$ cat config.mk
export PLATFORM = sky130hd
export DESIGN_NAME = wb_crossbar_rr
export DESIGN_NICKNAME = d
export VERILOG_FILES = /design/src/rtl/wb_xbar_pkg.sv /design/src/rtl/wb_crossbar_rr_arbiter.sv /design/src/rtl/wb_crossbar_rr.sv
export SDC_FILE = /design/constraint.sdc
export NUM_CORES = 1
export LEC_CHECK = 0
export CAP_MARGIN = 15
export CORE_AREA = 3 3 322 324
export CTS_BUF_LIST = sky130_fd_sc_hd__clkbuf_4 sky130_fd_sc_hd__clkbuf_8 sky130_fd_sc_hd__clkbuf_16
export CTS_CLUSTER_DIAMETER = 50
export CTS_CLUSTER_SIZE = 24
export DETAILED_ROUTE_END_ITERATION = 10
export DIE_AREA = 0 0 325 327
export PLACE_DENSITY = 0.36
export SLEW_MARGIN = 20
export SYNTH_ARGS = -nofsm -noshare
export SYNTH_HDL_FRONTEND = slang
export SYNTH_SLANG_ARGS = --single-unit
$ cat constraint.sdc
create_clock -name clk -period 1.49 [get_ports clk]
set_input_delay 0.298 -clock clk [delete_from_list [all_inputs] [get_ports clk]]
set_output_delay 0.298 -clock clk [all_outputs]
set_load 0.01 [all_outputs]
$ cat src/rtl/wb_xbar_pkg.sv
// Shared types and helpers for the round-robin Wishbone crossbar:
// index widths, address-region hit test and round-robin pick.
package wb_xbar_pkg;

  localparam int unsigned MAX_NM   = 8;
  localparam int unsigned MAX_NM_W = 3;
  localparam int unsigned HIT_W    = 64;

  typedef struct packed {
    logic                found;
    logic [MAX_NM_W-1:0] idx;
  } rr_pick_t;

  function automatic int unsigned idx_w(input int unsigned n);
    return (n > 1) ? unsigned'($clog2(n)) : 1;
  endfunction

  function automatic logic region_hit(input logic [HIT_W-1:0] adr,
                                      input logic [HIT_W-1:0] base,
                                      input logic [HIT_W-1:0] mask);
    return (adr & mask) == base;
  endfunction

  // First requester at or after ptr, wrapping at n.
  function automatic rr_pick_t rr_pick(input logic [MAX_NM-1:0]   req,
                                       input logic [MAX_NM_W-1:0] ptr,
                                       input int unsigned         n);
    rr_pick_t    r;
    int unsigned j;
    r = '0;
    for (int unsigned i = 0; i < MAX_NM; i++) begin
      j = (32'(ptr) + i) % n;
      if (i < n && !r.found && req[j[MAX_NM_W-1:0]]) begin
        r.found = 1'b1;
        r.idx   = j[MAX_NM_W-1:0];
      end
    end
    return r;
  endfunction

endpackage

$ cat src/rtl/wb_crossbar_rr_arbiter.sv
// Per-slave round-robin arbiter: IDLE/BUSY FSM holding a one-hot grant
// until the granted master drops CYC.
module wb_rr_arbiter
  import wb_xbar_pkg::*;
#(
  parameter int unsigned NM = 2
) (
  input  logic          clk,
  input  logic          rst,
  input  logic [NM-1:0] req,
  input  logic [NM-1:0] cyc,
  output logic [NM-1:0] grant
);

  localparam int unsigned IW = idx_w(NM);

  typedef enum logic {IDLE, BUSY} state_t;

  state_t        state, state_n;
  logic [IW-1:0] gnt_idx, gnt_idx_n;
  logic [IW-1:0] ptr, ptr_n;
  logic [NM-1:0] grant_n;
  rr_pick_t      pick;

  always_ff @(posedge clk) begin
    if (rst) begin
      state   <= IDLE;
      gnt_idx <= '0;
      ptr     <= '0;
      grant   <= '0;
    end else begin
      state   <= state_n;
      gnt_idx <= gnt_idx_n;
      ptr     <= ptr_n;
      grant   <= grant_n;
    end
  end

  always_comb begin
    state_n   = state;
    gnt_idx_n = gnt_idx;
    ptr_n     = ptr;
    grant_n   = grant;
    pick      = rr_pick(MAX_NM'(req), MAX_NM_W'(ptr), NM);
    case (state)
      IDLE: begin
        if (pick.found) begin
          state_n            = BUSY;
          gnt_idx_n          = IW'(pick.idx);
          grant_n            = '0;
          grant_n[gnt_idx_n] = 1'b1;
        end
      end
      BUSY: begin
        // Release on CYC drop; next search starts just past the old owner.
        if (!cyc[gnt_idx]) begin
          state_n = IDLE;
          grant_n = '0;
          ptr_n   = (gnt_idx == IW'(NM - 1)) ? '0 : gnt_idx + 1'b1;
        end
      end
      default: state_n = IDLE;
    endcase
  end

endmodule

$ cat src/rtl/wb_crossbar_rr.sv
// NM x NS Wishbone classic crossbar: address decode, per-slave round-robin
// arbitration with CYC-long lock, and ERR responder for unmapped accesses.
module wb_crossbar_rr
  import wb_xbar_pkg::*;
#(
  parameter int unsigned          NM         = 2,
  parameter int unsigned          NS         = 6,
  parameter int unsigned          AW         = 32,
  parameter int unsigned          DW         = 32,
  parameter logic [NS*AW-1:0]     SLAVE_BASE = {NS{32'h0}},
  parameter logic [NS*AW-1:0]     SLAVE_MASK = {NS{32'hFFF00000}}
) (
  input  logic                   clk,
  input  logic                   rst,
  input  logic [NM-1:0]          m_cyc,
  input  logic [NM-1:0]          m_stb,
  input  logic [NM-1:0]          m_we,
  input  logic [NM*AW-1:0]       m_adr,
  input  logic [NM*DW-1:0]       m_dat_o,
  input  logic [NM*(DW/8)-1:0]   m_sel,
  output logic [NM*DW-1:0]       m_dat_i,
  output logic [NM-1:0]          m_ack,
  output logic [NM-1:0]          m_err,
  output logic [NS-1:0]          s_cyc,
  output logic [NS-1:0]          s_stb,
  output logic [NS-1:0]          s_we,
  output logic [NS*AW-1:0]       s_adr,
  output logic [NS*DW-1:0]       s_dat_o,
  output logic [NS*(DW/8)-1:0]   s_sel,
  input  logic [NS*DW-1:0]       s_dat_i,
  input  logic [NS-1:0]          s_ack,
  input  logic [NS-1:0]          s_err
);

  localparam int unsigned SELW = DW / 8;
  localparam int unsigned SW   = idx_w(NS);

  logic [NM-1:0] mapped;
  logic [NM-1:0] locked;
  logic [NM-1:0] unmapped_req;
  logic [NM-1:0] err_pending;
  logic [SW-1:0] dsel  [NM];
  logic [NM-1:0] req_s [NS];
  logic [NM-1:0] gnt   [NS];

  // Address decode, lowest-numbered slave wins on overlap.
  always_comb begin
    for (int m = 0; m < NM; m++) begin
      mapped[m] = 1'b0;
      dsel[m]   = '0;
      for (int s = 0; s < NS; s++) begin
        if (!mapped[m] && region_hit(HIT_W'(m_adr[m*AW +: AW]),
                                     HIT_W'(SLAVE_BASE[s*AW +: AW]),
                                     HIT_W'(SLAVE_MASK[s*AW +: AW]))) begin
          mapped[m] = 1'b1;
          dsel[m]   = SW'(s);
        end
      end
    end
  end

  // A master already holding a grant is invisible to every arbiter.
  always_comb begin
    for (int m = 0; m < NM; m++) begin
      locked[m] = 1'b0;
      for (int s = 0; s < NS; s++) locked[m] = locked[m] | gnt[s][m];
    end
    for (int s = 0; s < NS; s++) begin
      for (int m = 0; m < NM; m++) begin
        req_s[s][m] = m_cyc[m] & m_stb[m] & mapped[m] & ~locked[m] & (dsel[m] == SW'(s));
      end
    end
  end

  assign unmapped_req = m_cyc & m_stb & ~mapped & ~locked;

  always_ff @(posedge clk) begin
    if (rst) err_pending <= '0;
    else     err_pending <= unmapped_req;
  end

  for (genvar s = 0; s < NS; s++) begin : g_arb
    wb_rr_arbiter #(.NM(NM)) u_arb (
      .clk   (clk),
      .rst   (rst),
      .req   (req_s[s]),
      .cyc   (m_cyc),
      .grant (gnt[s])
    );
  end

  // Routing: slave bus follows its owner, owner sees its slave's response.
  always_comb begin
    s_cyc   = '0;
    s_stb   = '0;
    s_we    = '0;
    s_adr   = '0;
    s_dat_o = '0;
    s_sel   = '0;
    m_ack   = '0;
    m_err   = err_pending & m_cyc;
    m_dat_i = '0;
    for (int s = 0; s < NS; s++) begin
      for (int m = 0; m < NM; m++) begin
        if (gnt[s][m]) begin
          s_cyc[s]                = m_cyc[m];
          s_stb[s]                = m_stb[m];
          s_we[s]                 = m_we[m];
          s_adr[s*AW +: AW]       = m_adr[m*AW +: AW];
          s_dat_o[s*DW +: DW]     = m_dat_o[m*DW +: DW];
          s_sel[s*SELW +: SELW]   = m_sel[m*SELW +: SELW];
          m_ack[m]                = s_ack[s] & m_cyc[m];
          m_err[m]                = m_err[m] | (s_err[s] & m_cyc[m]);
          m_dat_i[m*DW +: DW]     = s_dat_i[s*DW +: DW];
        end
      end
    end
  end

endmodule

Yosys cells after proc, flatten, opt, wreduce, memory -nomap -nowiden
Index checks and enable logic that the tools add are counted.
{"block": "op_classes", "n_lt_le_gt_ge": 30, "n_reduce_logical": 60, "addsub": 12, "muxes": 232, "eq_ne": 22, "n_bitwise": 84}
{"op": "$mux 32", "count": 36}
{"op": "$mux 1", "count": 134}
{"op": "$logic_not 64->1", "count": 2}
{"op": "$mux 4", "count": 24}
{"op": "$lt 1x4->1 const B", "count": 12}
{"op": "$and 1x1->1", "count": 42}
{"op": "$reduce_and 2->1", "count": 18}
{"op": "$mux 2", "count": 16}
{"op": "$lt 1x2->1 const B", "count": 12}
{"op": "$pmux 2 s2", "count": 6}
{"op": "$logic_and 1x1->1", "count": 22}
{"op": "$or 1x1->1", "count": 22}
{"op": "$logic_not 1->1", "count": 16}
{"op": "$not 1->1", "count": 14}
{"op": "$add 1x1->1 const B", "count": 12}
{"op": "$eq 3x2->1 const B", "count": 4}
{"op": "$eq 3x3->1 const B", "count": 4}
{"op": "$mux 3", "count": 4}
{"op": "$ne 2x1->1 const B", "count": 6}
{"op": "$ne 2x2->1 const B", "count": 6}
{"op": "$pmux 1 s2", "count": 6}
{"op": "$and 2x2->2", "count": 4}
{"op": "$demux 1 s1", "count": 6}
{"op": "$eq 3x1->1 const B", "count": 2}
{"op": "3 further kinds", "count": 10}
{"block": "totals", "ff_bits": 32, "input_bits": 348, "out_inout_bits": 494, "word_cells": 465}

Logic depth before layout (Yosys ltp)
Gate-level depths: netlist (run 1).
{"block": "depth", "word_depth": 32, "depth_mapped": 7, "ltp_nobuf": 4}

By module
A second synthesis (run 1) with hierarchy kept.
{"block": "unflattened", "hier_cells": 1789, "area_unflattened_um2": 9695.5}
{"mod": "wb_crossbar_rr", "cells_per_inst": 1651, "n_inst": 1, "seq_area_each_um2": 40.0, "area_each_um2": 8335.5}
{"mod": "wb_rr_arbiter (g_arb[0].u_arb ...)", "cells_per_inst": 23, "n_inst": 5, "seq_area_each_um2": 100.1, "area_each_um2": 226.5}
{"mod": "wb_rr_arbiter (g_arb[5].u_arb)", "cells_per_inst": 23, "n_inst": 1, "seq_area_each_um2": 100.1, "area_each_um2": 227.7}

Worst setup path before layout (run 1)
OpenSTA, ideal clock, no wires.
{"block": "synth_path", "kind": "reg2out", "startpoint": "register g_arb[1].u_arb.grant[0]", "endpoint": "output port m_dat_i[21]", "slack_ns": -0.169, "path_buffers": 3, "required_ns": 1.192, "stages_incl_launch_ff": 8, "arrival_ns": 1.361, "path_cell_list": "dfxtp_1 > buf_2 > nor2b_1 > buf_2 > buf_2 > a22oi_1 > o21ai_0 > a221o_1"}
{"block": "synth_via", "elab_chain_cells": 5}
{"item": "from (decl)", "line": "wb_crossbar_rr_arbiter.sv:12", "rtl": "output logic [NM-1:0] grant"}
{"item": "from (signal assigned)", "line": "wb_crossbar_rr_arbiter.sv:35", "rtl": "grant <= grant_n;"}
{"item": "$mux 32 (5 in a row)", "line": "wb_crossbar_rr.sv:105", "rtl": "if (gnt[s][m]) begin"}
{"item": "to (decl)", "line": "wb_crossbar_rr.sv:21", "rtl": "output logic [NM*DW-1:0] m_dat_i,"}
No other way between the ends.

Worst setup path after layout (run 1)
{"block": "layout_path", "startpoint": "register g_arb[1].u_arb.grant[0]", "endpoint": "output port m_dat_i[2]"}
Same word-level chain as after synthesis.

==> results.py, run 1 <==
metrics = {
    "outcome": {
        "status": "complete, but fails checks",
        "violations": "negative setup slack",
    },
    "logic_synthesis": {
        "yosysWarnings": 0,
        "synthesis.area_sq_mm": 0.00544,
        "synthesis.nets": 1184,
        "syn_avg_cell_area_sq_um": 6.50,
        "synthCells": 836,
        "synth_cell_types": 40,
        "synth_seq_cells": 17,
        "synth-edff-count": 0,
        "ys_seq_area_share_pct": 6.26,
        "synthFlopType": "dfxtp_1",
        "async_reset_ff_share_pct": 0,
    },
    "timing": {
        "tightestPinTransition_ns": 0.437,
        "setup_viol": 500,
        "clock_skew_ns": 0.00159,
        "setup_slack_ns": -0.639,
        "slew_headroom_pct": 70.7,
        "fmax_mhz": 470,
        "min_period_ns": 2.13,
        "rsz0062_at_grt": "yes",
        "final_hold_viol_count": 0,
        "finalCritPeriodShare_pct": 143,
        "finalMaxSlewViolations": 0,
    },
    "worst_setup_path": {
        "reg2reg_depth": 8,
        "required_ns": 1.19,
        "start_kind": "flop",
        "worstSetupEndpointType": "primary output",
        "slowest_stage": "dfxtp_4",
        "reg2reg_from": "g_arb[1].u_arb.grant[0]",
        "worstSetupPathType": "reg -> out",
        "crit_chain": "buf_4, buf_12, buf_8, a22oi_2, o21ai_1, a221o_1, buf_6",
        "r2r_slack_ns": -0.54,
        "critical_path_arrival_ns": 1.83,
        "cp.buffers_inverters": 4,
        "reg2reg_to": "g_arb[0].u_arb.gnt_idx",
        "cpPeakStageDelay_ns": 0.39,
        "crit_family": "compound AO/OA/AOI/OAI gates",
        "worstPathMaxFanout": 6,
    },
    "finish": {
        "stdcell_area_sq_mm": 0.0190,
        "area_delta_synth_final_pct": 249,
        "layout.nets": 2221,
        "num-fill-cells": 11500,
        "seq_area_sq_um": 364,
        "drive_above_1_share_pct": 35.9,
        "multi_input_area_sq_mm": 0.00518,
        "final_core_util_pct": 18.7,
    },
    "clock_network": {
        "cts_tree": "yes",
        "cts.sinks": 17,
        "cts_max_level": 1,
        "clk_pin_slew_ns": 0.06,
        "cts-buffers-inserted": 3,
        "clock_latency_ns": 0.25,
        "clock-root-buffer": "clkbuf_16",
        "clockBufferDepth": 2,
    },
    "routing": {
        "dr.pass1.iters": 6,
        "via_count": 10900,
        "drtIter0Drc": 466,
        "routed_wl_mm": 80.8,
        "drc": 0,
        "avgViaCountPerCell": 3.37,
        "ant_nets": 0,
        "wl_per_cell_um": 24.9,
    },
    "power": {
        "combPwrFrac_pct": 61.1,
        "power_frac_clock_pct": 21.6,
        "power_frac_seq_pct": 17.3,
        "power.total_w": 0.00258,
        "switching_share_pct": 29.6,
        "p_int_w": 0.00182,
        "peakVddDrop_uv": 262,
        "p_per_area_mw_per_mm2": 136,
        "p_leak_nw": 8.01,
        "p_sw_w": 0.000765,
    },
    "grt": {
        "grt_usage_pct": 13.2,
        "grt_pass1_vias": 10900,
        "antenna_found_initial": 23,
        "grt_pass1_wl_mm": 98.5,
        "overflow": 0,
        "grt_max_degree": 68,
    },
    "placement": {
        "hpwl_mm": 59.5,
        "dpl_cell_area_sq_mm": 0.0172,
        "port_buffers": 841,
        "place_congestion": 0.858,
    },
    "floorplan": {
        "start_util_pct": 5.36,
        "num_io_pins": 842,
        "rows": 117,
        "dieArea_sq_mm": 0.106,
        "core-area_sq_mm": 0.101,
        "fp.dieH_um": 327,
        "dieWidth_um": 325,
    },
    "min_path": {
        "holdPathStages": 1,
        "worstHoldPathType": "reg -> reg",
        "hold_end": "g_arb[2].u_arb.grant[0]",
        "holdCritStartpoint": "g_arb[2].u_arb.state",
    },
    "run": {
        "drv_cap": 0,
    },
}
[logic make-up (layout without fill, tap and decap cells)]
group | Yosys count | after routing | synth area share, %
buffers and inverters | 103 | 1139 | 7.60
AND/OR/NAND/NOR | 491 | 491 | 53.6
other | 0 | 10 | 0
AO/OA/AOI/OAI | 224 | 224 | 32.3
multiplexers | 1 | 1 | 0.184
flip-flops | 17 | 17 | 6.26
[synth_stat cells, types with 2 or more instances]
cell / count / area (sq um)
buf_2: 12 / 60.1
a21oi_1: 5 / 25.0
nand2_1: 35 / 131
buf_1: 6 / 22.5
a31oi_1: 2 / 12.5
o21ai_0: 31 / 155
and2_1: 387 / 2420
o21ai_1: 4 / 20.0
inv_1: 6 / 22.5
and3b_1: 2 / 17.5
dfxtp_1: 17 / 340
clkbuf_1: 77 / 289
nor3_1: 2 / 10.0
a22o_1: 71 / 622
nor4_1: 7 / 43.8
a221o_1: 32 / 320
a211oi_1: 5 / 37.5
nor2b_1: 6 / 37.5
nand2b_1: 2 / 12.5
nand3_1: 2 / 10.0
a22oi_1: 67 / 503
nor2_1: 40 / 150
[power by group through the flow]
stage | combinational, W | clock [W] | sequential, W
floorplan | 0.0000297 | 0 | 0.000467
CTS | 0.00159 | 0.000580 | 0.000447
global placement | 0.00155 | 0 | 0.000457
finish | 0.00158 | 0.000558 | 0.000447
global route | 0.00166 | 0.000607 | 0.000447
detailed placement | 0.00156 | 0 | 0.000457
[worst max path at each step]
| stage | slack, ns | endpoint | from | cells past startpoint |
|---|---|---|---|---|
| after floorplan | -0.07 | m_dat_i[23] | g_arb[1].u_arb.grant[0] | 7 |
| after global placement | -1.42 | m_ack[0] | s_ack[4] | 6 |
| after detailed placement | -1.37 | m_ack[0] | s_ack[4] | 6 |
| after CTS | -0.73 | m_dat_i[12] | g_arb[1].u_arb.grant[0] | 7 |
| after global routing | -0.73 | m_dat_i[31] | g_arb[1].u_arb.grant[0] | 7 |
| final | -0.64 | m_dat_i[2] | g_arb[1].u_arb.grant[0] | 7 |
[state kept, by name (all words and copies together), names as in the netlist]
name / flops
g_arb.u_arb.state: 6
g_arb.u_arb.grant: 7
err_pending: 2
g_arb.u_arb.ptr: 1
g_arb.u_arb.gnt_idx: 1
[layout make-up]
class                           instances  share of cell area (%)
Multi-Input combinational cell        716                    27.3
Antenna cell                           10                   0.132
Inverter                                6                   0.119
Sequential cell                        17                    1.92
Clock inverter                          1                  0.0264
Timing Repair Buffer                 1129                    61.1
Tap cell                             1368                    9.02
Clock buffer                            3                   0.396
[metal layers]
| layer | global-route usage (%) | share of wire, % | up-vias |
|---|---|---|---|
| met5 | 0 | 0.097 | - |
| met4 | 1.27 | 1.6 | 12 |
| met3 | 2.98 | 6.0 | 69 |
| met2 | 25.7 | 53 | 588 |
| met1 | 15.1 | 39 | 5258 |
| li1 | - | - | 5016 |
[through the flow]
stage / hold slack (ns) / instances / TNS, ns / setup WS [ns]
global placement: 0.409 / 3126 / -238.74 / -1.42
CTS: 0.412 / 3184 / -260.48 / -0.726
detailed placement: 0.403 / 3126 / -239.63 / -1.37
finish: 0.413 / 3250 / -203.64 / -0.639
global route: 0.437 / 3241 / -233.91 / -0.733
floorplan: 0.399 / 836 / -1.94 / -0.0701
[timing repair]
| item | 4_1_cts | 5_1_grt |
|---|---|---|
| pin swaps | 24 | 22 |
| endpoints found under the setup margin | 500 | 501 |
| setup buffers | 40 | 40 |
| cloned | 16 | 20 |
| resized for setup | 703 | 402 |
| endpoints found under the hold margin | 0 | 0 |
| hold buffers | 0 | 0 |
[worst reg2reg max path, stage by stage, from the launching register on]
cell	delay (ns)
dfxtp_4	0.39
buf_16	0.19
clkbuf_16	0.22
buf_6	0.14
nor4b_4	0.30
nand4_1	0.24
buf_4	0.20
o211ai_1	0.15
o21ai_1	0.08
[cells in the final DEF, fill, tap and decap left out, types with 9 or more instances in the layout]
master           Yosys  routed
dfxtp_1             17      10
dlymetal6s2s_1       0      12
o21ai_1              4      30
buf_6                1      77
and2_1             387     351
a221o_1             32      32
buf_8                0       9
a22o_4               0      12
clkdlybuf4s15_2      0      24
a22oi_2              0      41
buf_4                1     185
buf_16               0      21
buf_2               12     120
nand2_1             35      33
a22o_1              71      59
clkbuf_16            0      19
dlygate4sd2_1        0      12
clkbuf_2             0      33
diode_2              0      10
nor2_1              40      40
clkdlybuf4s50_1      0     550
and2_4               0      36
buf_12               0      65
a22oi_1             67      26
No activity file was read; power rests on OpenSTA's default activity.
==> inputs of run 2 (changes only) <==
--- a/config.mk
+++ b/config.mk
@@ -6,13 +6,13 @@
 export NUM_CORES = 1
 export LEC_CHECK = 0
 export CAP_MARGIN = 15
-export CORE_AREA = 3 3 322 324
+export CORE_AREA = 2 2 331 333
 export CTS_BUF_LIST = sky130_fd_sc_hd__clkbuf_4 sky130_fd_sc_hd__clkbuf_8 sky130_fd_sc_hd__clkbuf_16
 export CTS_CLUSTER_DIAMETER = 50
 export CTS_CLUSTER_SIZE = 24
 export DETAILED_ROUTE_END_ITERATION = 10
-export DIE_AREA = 0 0 325 327
-export PLACE_DENSITY = 0.36
+export DIE_AREA = 0 0 333 335
+export PLACE_DENSITY = 0.35
 export SLEW_MARGIN = 20
 export SYNTH_ARGS = -nofsm -noshare
 export SYNTH_HDL_FRONTEND = slang
==> run 2 against run 1 <==
The run still ends with negative setup slack left. Critical path depth is 2 lower. Worst hold slack worse by 0.0016 ns. Sequential power hardly changed. Wire length is 6.0% higher. Non-clock buffer count is 187 higher. Combinational power is 5% higher.
==> results.py, run 2 (same netlist as run 1, synthesis figures left out) <==
metrics = {
    "outcome": {
        "status": "complete, but fails checks",
        "violations": "negative setup slack",
    },
    "worst_setup_path": {
        "start_kind": "flop",
        "worstSetupPathType": "reg -> out",
        "r2r_slack_ns": -0.41,
        "worstSetupEndpointType": "primary output",
        "reg2reg_from": "g_arb[2].u_arb.grant[0]",
        "cp-startpoint": "g_arb[4].u_arb.grant[0]",
        "worstPathMaxFanout": 3,
        "critical_path_arrival_ns": 1.97,
        "required_ns": 1.19,
    },
    "min_path": {
        "holdCritStartpoint": "g_arb[1].u_arb.state",
        "worstHoldPathType": "reg -> reg",
    },
    "clock_network": {
        "clock_latency_ns": 0.25,
        "cts-buffers-inserted": 3,
        "cts_tree": "yes",
        "cts_max_level": 1,
        "clk_pin_slew_ns": 0.05,
        "clock-root-buffer": "clkbuf_16",
        "cts.sinks": 17,
        "hold_buffers": 0,
        "clockBufferDepth": 2,
    },
    "finish": {
        "area_delta_synth_final_pct": 310,
        "drive_above_1_share_pct": 63.6,
        "regMostFlops": "g_arb.u_arb.grant",
        "final_cell_mix": "buf_6, clkdlybuf4s50_1, and2_4, buf_2, buf_4",
        "reg.largest.list": "g_arb.u_arb.grant x7, g_arb.u_arb.state x6, err_pending x2",
        "multi_input_area_sq_mm": 0.00583,
        "largest_reg_flops": 7,
        "num-fill-cells": 12000,
        "final_common_cell": "buf_6",
        "layout.nets": 2408,
        "seq_area_sq_um": 364,
    },
    "grt": {
        "grt_pass1_wl_mm": 109,
        "grt_pass1_vias": 12400,
        "grt_max_degree": 35,
        "grt_usage_pct": 14.1,
        "antenna_found_initial": 18,
        "overflow": 0,
    },
    "power": {
        "p_per_area_mw_per_mm2": 120,
        "p_int_w": 0.00188,
        "power_frac_clock_pct": 21.1,
        "switching_share_pct": 29.8,
        "power_frac_seq_pct": 16.7,
        "p_leak_nw": 10.1,
        "peakVddDrop_uv": 278,
        "p_sw_w": 0.000797,
        "combPwrFrac_pct": 62.1,
    },
    "run": {
        "drv_cap": 0,
    },
    "floorplan": {
        "num_io_pins": 842,
        "core-area_sq_mm": 0.108,
        "rows": 121,
        "dieArea_sq_mm": 0.112,
        "start_util_pct": 5.03,
        "fp.dieH_um": 335,
        "dieWidth_um": 333,
    },
    "timing": {
        "fmax_mhz": 441,
        "finalCritPeriodShare_pct": 152,
        "tns_ns": -194.37,
        "setup_viol": 499,
        "rsz0062_at_grt": "yes",
        "min_period_ns": 2.27,
        "clock_skew_ns": 0.00273,
        "tightestPinTransition_ns": 0.676,
        "finalMaxSlewViolations": 0,
        "slew_headroom_pct": 54.9,
        "final_hold_viol_count": 0,
        "setup_slack_ns": -0.780,
    },
    "placement": {
        "port_buffers": 841,
        "hpwl_mm": 57.5,
        "dp_slack_ns": -1.31,
        "place_congestion": 0.919,
    },
    "routing": {
        "avgViaCountPerCell": 3.42,
        "wl_per_cell_um": 24.6,
        "ant_nets": 0,
        "via_count": 11900,
        "routed_wl_mm": 85.7,
        "drc": 0,
        "dr.pass1.iters": 4,
        "drtIter0Drc": 433,
    },
}
run 2: cell count changes in the layout (fill, tap and decap cells not counted), sizes merged:
cell / change
dlygate4sd2: -1
clkdlybuf4s15: -18
clkdlybuf4s50: -215
bufbuf: +1
clkinv: -1
dlymetal6s2s: -11
clkbuf: -39
diode: -5
buf: +471
run 2: cell type report:
type                    count  share of cell area (%)
repair buffers           1316                    63.7
multi-input cells         716                    26.2
well taps                1414                    7.94
flip-flops and latches     17                    1.63
clock buffers               4                   0.371
inverters                   6                   0.157
diodes                      5                  0.0561
run 2: final timing paths:
path	endpoint	cells past startpoint
worst max-delay path	m_err[0]	5
worst min-delay path	g_arb[1].u_arb.grant[0]	1
worst max register to register	g_arb[0].u_arb.grant[0]	8
worst min register to register	g_arb[1].u_arb.grant[0]	1
run 2: repair_timing:
action / 4_1_cts / 5_1_grt
hold endpoints to repair: 0 / 0
endpoints found under the setup margin: 500 / 498
resized for setup: 2500 / 470
pin swaps: 38 / 74
cloned: 51 / 9
buffers inserted: 189 / 76
run 2: critical path, cell delays in order (launching register included):
cell	delay [ns]
dfxtp_4	0.35
buf_6	0.12
buf_12	0.13
a222oi_1	0.63
a31oi_1	0.17
bufbuf_16	0.30
run 2: power groups by stage:
stage	Clock, W	Combinational [W]	Sequential [W]
after floorplan	0	0.0000297	0.000467
after global placement	0	0.00158	0.000457
after detailed placement	0	0.00159	0.000457
after CTS	0.000578	0.00165	0.000447
after global routing	0.000606	0.00174	0.000447
final	0.000565	0.00166	0.000447
run 2: stage by stage:
stage / utilization (%) / hold slack, ns / total power, W / cells / cell area, sq um
after global placement: 16.1 / 0.406 / 0.00204 / 3199 / 17400
after detailed placement: 16.1 / 0.408 / 0.00205 / 3199 / 17400
final: 20.6 / 0.412 / 0.00267 / 3478 / 22300
after CTS: 19.1 / 0.414 / 0.00267 / 3437 / 20700
after floorplan: - / 0.399 / 0.000497 / 836 / 5520
after global routing: 20.6 / 0.433 / 0.00280 / 3475 / 22300
run 2: per-layer routing:
metal	GRT usage, %	up-vias	wire length, um
li1	-	5389	-
met1	17.6	5775	36100
met2	25.0	622	42000
met3	2.78	95	5530
met4	2.43	10	1920
met5	0	-	59
